===== src/rtl/gmii_rx_frame_ctrl.sv =====
// GMII receive framer: strips preamble/SFD, delimits and qualifies frames, keeps stats.
// Define GMII_RX_FCS_CHECK_EN to add the CRC-32 FCS check.
module gmii_rx_frame_ctrl #(
    parameter int MIN_LEN = 64,
    parameter int MAX_LEN = 1518,
    parameter int MAX_PRE = 7
) (
    input  logic        RXCLK_i,
    input  logic        reset,
    input  logic        enable_i,
    input  logic [7:0]  GMII_RX_RXD_i,
    input  logic        GMII_RX_DV_i,
    input  logic        GMII_RX_ER_i,
    output logic [7:0]  rx_data_o,
    output logic        rx_valid_o,
    output logic        rx_sof_o,
    output logic        rx_eof_o,
    output logic        rx_good_o,
    output logic [15:0] frame_len_o,
    output logic        busy_o,
    output logic [15:0] good_cnt_o,
    output logic [15:0] bad_cnt_o,
    output logic [15:0] drop_cnt_o,
    output logic        fcs_err_o
);

    localparam logic [7:0]  PRE_BYTE = 8'h55;
    localparam logic [7:0]  SFD_BYTE = 8'hD5;
    localparam logic [7:0]  PRE_LIM  = 8'(MAX_PRE);
    localparam logic [15:0] LEN_MIN  = 16'(MIN_LEN);
    localparam logic [15:0] LEN_MAX  = 16'(MAX_LEN);

    typedef enum logic [1:0] {IDLE, PRE, DATA, DROP} state_t;
    state_t state, state_nx;

    logic       dv, er;
    logic [7:0] rxd;
    logic [7:0] pre_cnt, hold;
    logic       hold_vld, first, err;
    logic [15:0] len;
    logic       go_pre, pre_inc, sfd, drop_hit, take, close;
    logic       fcs_ok, frame_ok;

    assign dv  = GMII_RX_DV_i;
    assign er  = GMII_RX_ER_i;
    assign rxd = GMII_RX_RXD_i;

    always_ff @(posedge RXCLK_i) begin
        if (reset) state <= IDLE;
        else       state <= state_nx;
    end

    always_comb begin
        state_nx = state;
        go_pre   = 1'b0;
        pre_inc  = 1'b0;
        sfd      = 1'b0;
        drop_hit = 1'b0;
        take     = 1'b0;
        close    = 1'b0;
        unique case (state)
            IDLE: begin
                // DV low with ER high is carrier extension and is ignored
                if (enable_i && dv) begin
                    if (rxd == PRE_BYTE && !er) begin
                        state_nx = PRE;
                        go_pre   = 1'b1;
                    end else begin
                        state_nx = DROP;
                        drop_hit = 1'b1;
                    end
                end
            end
            PRE: begin
                if (!dv) begin
                    state_nx = IDLE;
                    drop_hit = 1'b1;
                end else if (er) begin
                    state_nx = DROP;
                    drop_hit = 1'b1;
                end else if (rxd == PRE_BYTE) begin
                    if (pre_cnt >= PRE_LIM) begin
                        state_nx = DROP;
                        drop_hit = 1'b1;
                    end else begin
                        pre_inc = 1'b1;
                    end
                end else if (rxd == SFD_BYTE) begin
                    state_nx = DATA;
                    sfd      = 1'b1;
                end else begin
                    state_nx = DROP;
                    drop_hit = 1'b1;
                end
            end
            DATA: begin
                if (dv) begin
                    take = 1'b1;
                end else begin
                    state_nx = IDLE;
                    close    = 1'b1;
                end
            end
            DROP: begin
                if (!dv) state_nx = IDLE;
            end
            default: state_nx = IDLE;
        endcase
    end

    assign busy_o   = (state != IDLE);
    assign frame_ok = (len >= LEN_MIN) && (len <= LEN_MAX) && !err && fcs_ok;

    always_ff @(posedge RXCLK_i) begin
        if (reset) begin
            rx_data_o   <= '0;
            rx_valid_o  <= 1'b0;
            rx_sof_o    <= 1'b0;
            rx_eof_o    <= 1'b0;
            rx_good_o   <= 1'b0;
            frame_len_o <= '0;
            good_cnt_o  <= '0;
            bad_cnt_o   <= '0;
            drop_cnt_o  <= '0;
            pre_cnt     <= '0;
            hold        <= '0;
            hold_vld    <= 1'b0;
            first       <= 1'b0;
            err         <= 1'b0;
            len         <= '0;
        end else begin
            rx_valid_o  <= 1'b0;
            rx_sof_o    <= 1'b0;
            rx_eof_o    <= 1'b0;
            rx_good_o   <= 1'b0;
            frame_len_o <= '0;
            if (go_pre)       pre_cnt <= 8'd1;
            else if (pre_inc) pre_cnt <= pre_cnt + 8'd1;
            // a burst that closes with no data byte has nothing to report
            if (drop_hit || (close && !hold_vld))
                drop_cnt_o <= drop_cnt_o + 16'd1;
            if (sfd) begin
                len      <= '0;
                err      <= 1'b0;
                first    <= 1'b1;
                hold_vld <= 1'b0;
            end
            if (take) begin
                hold     <= rxd;
                hold_vld <= 1'b1;
                if (len != 16'hFFFF) len <= len + 16'd1;
                if (er) err <= 1'b1;
                if (hold_vld) begin
                    rx_data_o  <= hold;
                    rx_valid_o <= 1'b1;
                    rx_sof_o   <= first;
                    first      <= 1'b0;
                end
            end
            if (close) begin
                hold_vld <= 1'b0;
                if (hold_vld) begin
                    rx_data_o   <= hold;
                    rx_valid_o  <= 1'b1;
                    rx_sof_o    <= first;
                    rx_eof_o    <= 1'b1;
                    rx_good_o   <= frame_ok;
                    frame_len_o <= len;
                    first       <= 1'b0;
                    if (frame_ok) good_cnt_o <= good_cnt_o + 16'd1;
                    else          bad_cnt_o  <= bad_cnt_o + 16'd1;
                end
            end
        end
    end

`ifdef GMII_RX_FCS_CHECK_EN
    localparam logic [31:0] RESIDUE = 32'hC704DD7B;
    logic [31:0] crc;

    function automatic logic [31:0] crc_byte(input logic [31:0] c,
                                             input logic [7:0] d);
        logic [31:0] r;
        r = c;
        for (int i = 0; i < 8; i++)
            r = (r >> 1) ^ ({32{r[0] ^ d[i]}} & 32'hEDB88320);
        return r;
    endfunction

    function automatic logic [31:0] rev32(input logic [31:0] v);
        logic [31:0] r;
        for (int i = 0; i < 32; i++) r[i] = v[31-i];
        return r;
    endfunction

    always_ff @(posedge RXCLK_i) begin
        if (reset) begin
            crc       <= '1;
            fcs_err_o <= 1'b0;
        end else begin
            fcs_err_o <= close && hold_vld && !fcs_ok;
            if (sfd)       crc <= '1;
            else if (take) crc <= crc_byte(crc, rxd);
        end
    end

    // register is LSB-first, residue constant is MSB-first
    assign fcs_ok = (rev32(crc) == RESIDUE);
`else
    assign fcs_ok    = 1'b1;
    assign fcs_err_o = 1'b0;
`endif

endmodule


===== config.mk =====
export PLATFORM = sky130hd
export DESIGN_NAME = gmii_rx_frame_ctrl
export DESIGN_NICKNAME = d
export VERILOG_FILES = /design/src/rtl/gmii_rx_frame_ctrl.sv
export SDC_FILE = /design/constraint.sdc
export NUM_CORES = 1
export LEC_CHECK = 0
export BUFFER_PORTS_ARGS = -buffer_cell sky130_fd_sc_hd__buf_2
export CAP_MARGIN = 10
export CORE_MARGIN = 1
export CORE_UTILIZATION = 56
export CTS_CLUSTER_SIZE = 20
export DETAILED_ROUTE_END_ITERATION = 8
export PLACE_DENSITY = 0.78
export SYNTH_ARGS = -nofsm -noshare
export SYNTH_HDL_FRONTEND = slang
export SYNTH_SLANG_ARGS = --single-unit

===== constraint.sdc =====
create_clock -name RXCLK_i -period 2.34 [get_ports RXCLK_i]
set_input_delay 0.117 -clock RXCLK_i [delete_from_list [all_inputs] [get_ports RXCLK_i]]
set_output_delay 0.117 -clock RXCLK_i [all_outputs]
set_load 0.005 [all_outputs]

==> summary.txt <==
STA
  • Setup violators final: 0
  • RSZ-0062 raised after global routing: no
  • Fin. Hold Viols: 0
  • Max Clk Rate: 436 MHz
  • Final period util: 98.0%
  • Least-Margin Pin Slew: 0.613 ns
  • Setup TNS: 0 ns
  • Final setup margin: 0.0459 ns
  • Max-slew violations: 0
  • Fin crit period: 2.29 ns
  • Slew HR: 58.6%
  • Max Clock Skew: 0.00754 ns
  • Hold_ws: 0.0732 ns

Clocking
  • Cts bufs inserted: 17
  • # Post-CTS Setup Buffers: 0
  • Clk buf depth: 2
  • CTS root buf: clkbuf_8
  • Clock-pin slew on the worst setup and hold paths: 0.05 ns
  • H-tree levels: 4
  • TritonCTS clock tree: built
  • Skew-Pair Late Insertion Delay: 0.51 ns
  • Sink Count: 113

Worst setup path
  • Critical Path Source Type: register
  • End of the critical path: good_cnt_o[5]
  • R2R cell count: 5
  • Critical-path top delay cell: or4b_4
  • WP buf/inv: 0
  • Reg-to-reg startpoint: len[11]
  • CP Depth: 5
  • Worst reg-to-reg setup slack: 0.05 ns
  • Worst-path cell chain: nor4_2 -> nand2_1 -> or4b_4 -> or4_1 -> a21oi_1
  • Worst setup EP type: register
  • R2r endpoint: good_cnt_o[5]
  • Worst-path fanout max: 13
  • Delay-heaviest family, CP: simple AND/OR/NAND/NOR gates
  • Worst Setup Path Type: register to register
  • Worst EP arrival: 2.73 ns
  • Slowest stage delay, CP: 0.65 ns
  • Worst path required time: 2.78 ns
  • Critical Path Source: len[11]

Final layout
  • Ant. Diodes: 0
  • Fraction of layout cells with a size suffix above 1: 24.8%
  • # fillers: 642
  • Layout Utilization: 74.2%
  • Area Growth Syn to Fin: 27.3%
  • Final nets: 728

Power
  • VDD IR max: 0.000464 V
  • LEAKAGE: 0.00273 uW
  • Cell Pwr Density: 717 nW/um^2

Yosys
  • Post-Syn Nets: 612
  • Top-area cell type share of the netlist area: 44.3%
  • EDFF count, synth: 0
  • Mapped Cells: 593
  • Mapped cell area: 5110 um^2
  • Mean post-synth cell area: 8.62 um^2
  • Count leader, synth: dfxtp_1
  • Synth area leader: dfxtp_1
  • Seq/Total Area, Yosys: 44.3%
  • Post-synthesis cell type count: 62
  • Yosys reg bits: 113
  • Ys flop type: dfxtp_1
  • Synth top cells by count: 113 x dfxtp_1, 60 x nand2_1, 52 x a21oi_1
  • Largest cells by area after synthesis: dfxtp_1 44%, a21oi_1 5.1%, nand2_1 4.4%
  • Synth Warn #: 0
  • FFs w/ async S/R, synth: 0%

Status
  • Status: finished, final reports clean

Run
  • Max_cap viols: 0

Global route
  • GRT Resource Usage Total: 27.1%
  • Antenna violations before repair: 0
  • First-pass GRT wire length: 21,300 um
  • Vias in the first global route: 4,708
  • Overflow after GRT: 0
  • Pin count of the biggest net entering global routing: 33

Die
  • Core Rows: 34
  • Die height: 97.5 um
  • Io pins: 91
  • Placeable Area: 8760 um^2
  • Initial core utilization: 58.3%
  • Full die area: 9510 um^2
  • Die Width: 97.5 um

Route
  • Final wirelength: 12,900 um
  • DR vias/cell: 5.98
  • Via count: 4,960
  • Avg WL per Cell: 15.5 um
  • First drt pass iteration count: 6
  • Residual DRC count: 0
  • Antenna-violating nets left: 0
  • Drt initial violations: 266

Place
  • Port Buffers: 89
  • GPL Wtd Cong: 0.845
  • DP HPWL: 8340 um
  • Pre-CTS setup slack: 0.0296 ns

Hold path
  • Worst min path class: primary input to register
## report_power, final
group	switching (uW)	internal (uW)
Clock	865	1690
Sequential	10.7	1940
Combinational	94.7	61.9
Total	971	3690
## registers in the layout (all words and copies together), names as in the netlist, 2 cells and up, named ones only
register	flops
bad_cnt_o	16
frame_len_o	16
state	2
pre_cnt	8
good_cnt_o	16
drop_cnt_o	16
len	16
hold	8
## per-layer routing
metal | vias to the layer above | GRT usage (%) | part of all wire [%]
met5 | - | 0 | 0
li1 | 2389 | - | -
met2 | 183 | 45.6 | 49
met3 | 8 | 6.26 | 5.9
met4 | 0 | 9.05 | 0.75
met1 | 2380 | 34.2 | 44
## how the worst min path moves through the flow
stage / cells after the start / slack, ns / startpoint / end
floorplan: 2 / 0.25 / GMII_RX_RXD_i[0] / hold[0]
global placement: 3 / 0.38 / GMII_RX_RXD_i[3] / hold[3]
detailed placement: 3 / 0.38 / GMII_RX_RXD_i[1] / hold[1]
CTS: 2 / 0.06 / reset / bad_cnt_o[0]
global route: 2 / 0.09 / reset / bad_cnt_o[0]
finish: 2 / 0.07 / reset / bad_cnt_o[0]
## final cells by class
type	count	area (um^2)	area share, %
clock inverters	10	134	2.06
multi-input cells	436	2690	41.4
clock buffers	21	459	7.06
well taps	108	135	2.08
flip-flops and latches	113	2260	34.8
inverters	12	45.0	0.693
repair buffers	129	773	11.9
## cells by family after synthesis
group / after synthesis / share of synthesized area [%]
buffers and inverters: 45 / 3.65
multiplexers: 28 / 5.85
other: 1 / 0.0734
flip-flops: 113 / 44.3
AND/OR/NAND/NOR: 267 / 27.6
adder cells (fa/ha/maj): 6 / 1.47
AO/OA/AOI/OAI: 128 / 16.2
XOR/XNOR: 5 / 0.857
## worst register-to-register path, cell delays in order (launching register included)
cell and delay [ns]:
dfxtp_2 0.36, nor4_2 0.31, nand2_1 0.20, or4b_4 0.65, or4_1 0.54, a21oi_1 0.17
## cells in the final DEF (no fill, tap or decap), types with 6 or more instances in the layout
| master | netlist | final |
|---|---|---|
| nand4_1 | 15 | 15 |
| nor2b_1 | 16 | 16 |
| clkbuf_16 | 0 | 16 |
| nand3_1 | 29 | 29 |
| dfxtp_1 | 113 | 112 |
| nor2_1 | 49 | 48 |
| buf_4 | 2 | 29 |
| and3_1 | 8 | 8 |
| or3_1 | 16 | 16 |
| or4_1 | 15 | 15 |
| nand2_1 | 60 | 60 |
| nor4_1 | 7 | 6 |
| dlygate4sd3_1 | 0 | 11 |
| ha_1 | 6 | 6 |
| buf_2 | 2 | 89 |
| o31ai_1 | 13 | 13 |
| mux2i_1 | 13 | 13 |
| mux2_2 | 15 | 15 |
| and2_1 | 21 | 21 |
| o21ai_0 | 18 | 18 |
| inv_1 | 11 | 11 |
| o32ai_1 | 7 | 7 |
| a21oi_1 | 52 | 52 |
| nor3_1 | 12 | 12 |
## stage by stage
stage                     area, um^2  total power (uW)  instances
after floorplan                 5110              2070        593
after CTS                       6480              4680        828
after detailed placement        5770              2120        786
final                           6500              4660        829
after global placement          5770              2120        786
after global routing            6500              4790        829
## repair_timing
action / 4_1_cts / 5_1_grt
pin swaps: 0 / 1
setup endpoints to repair: 1 / 12
hold buffers: 11 / 0
resized for setup: 1 / 5
gates cloned: 0 / 1
hold endpoints to repair: 12 / 0
(Power assumes the default switching activity.)
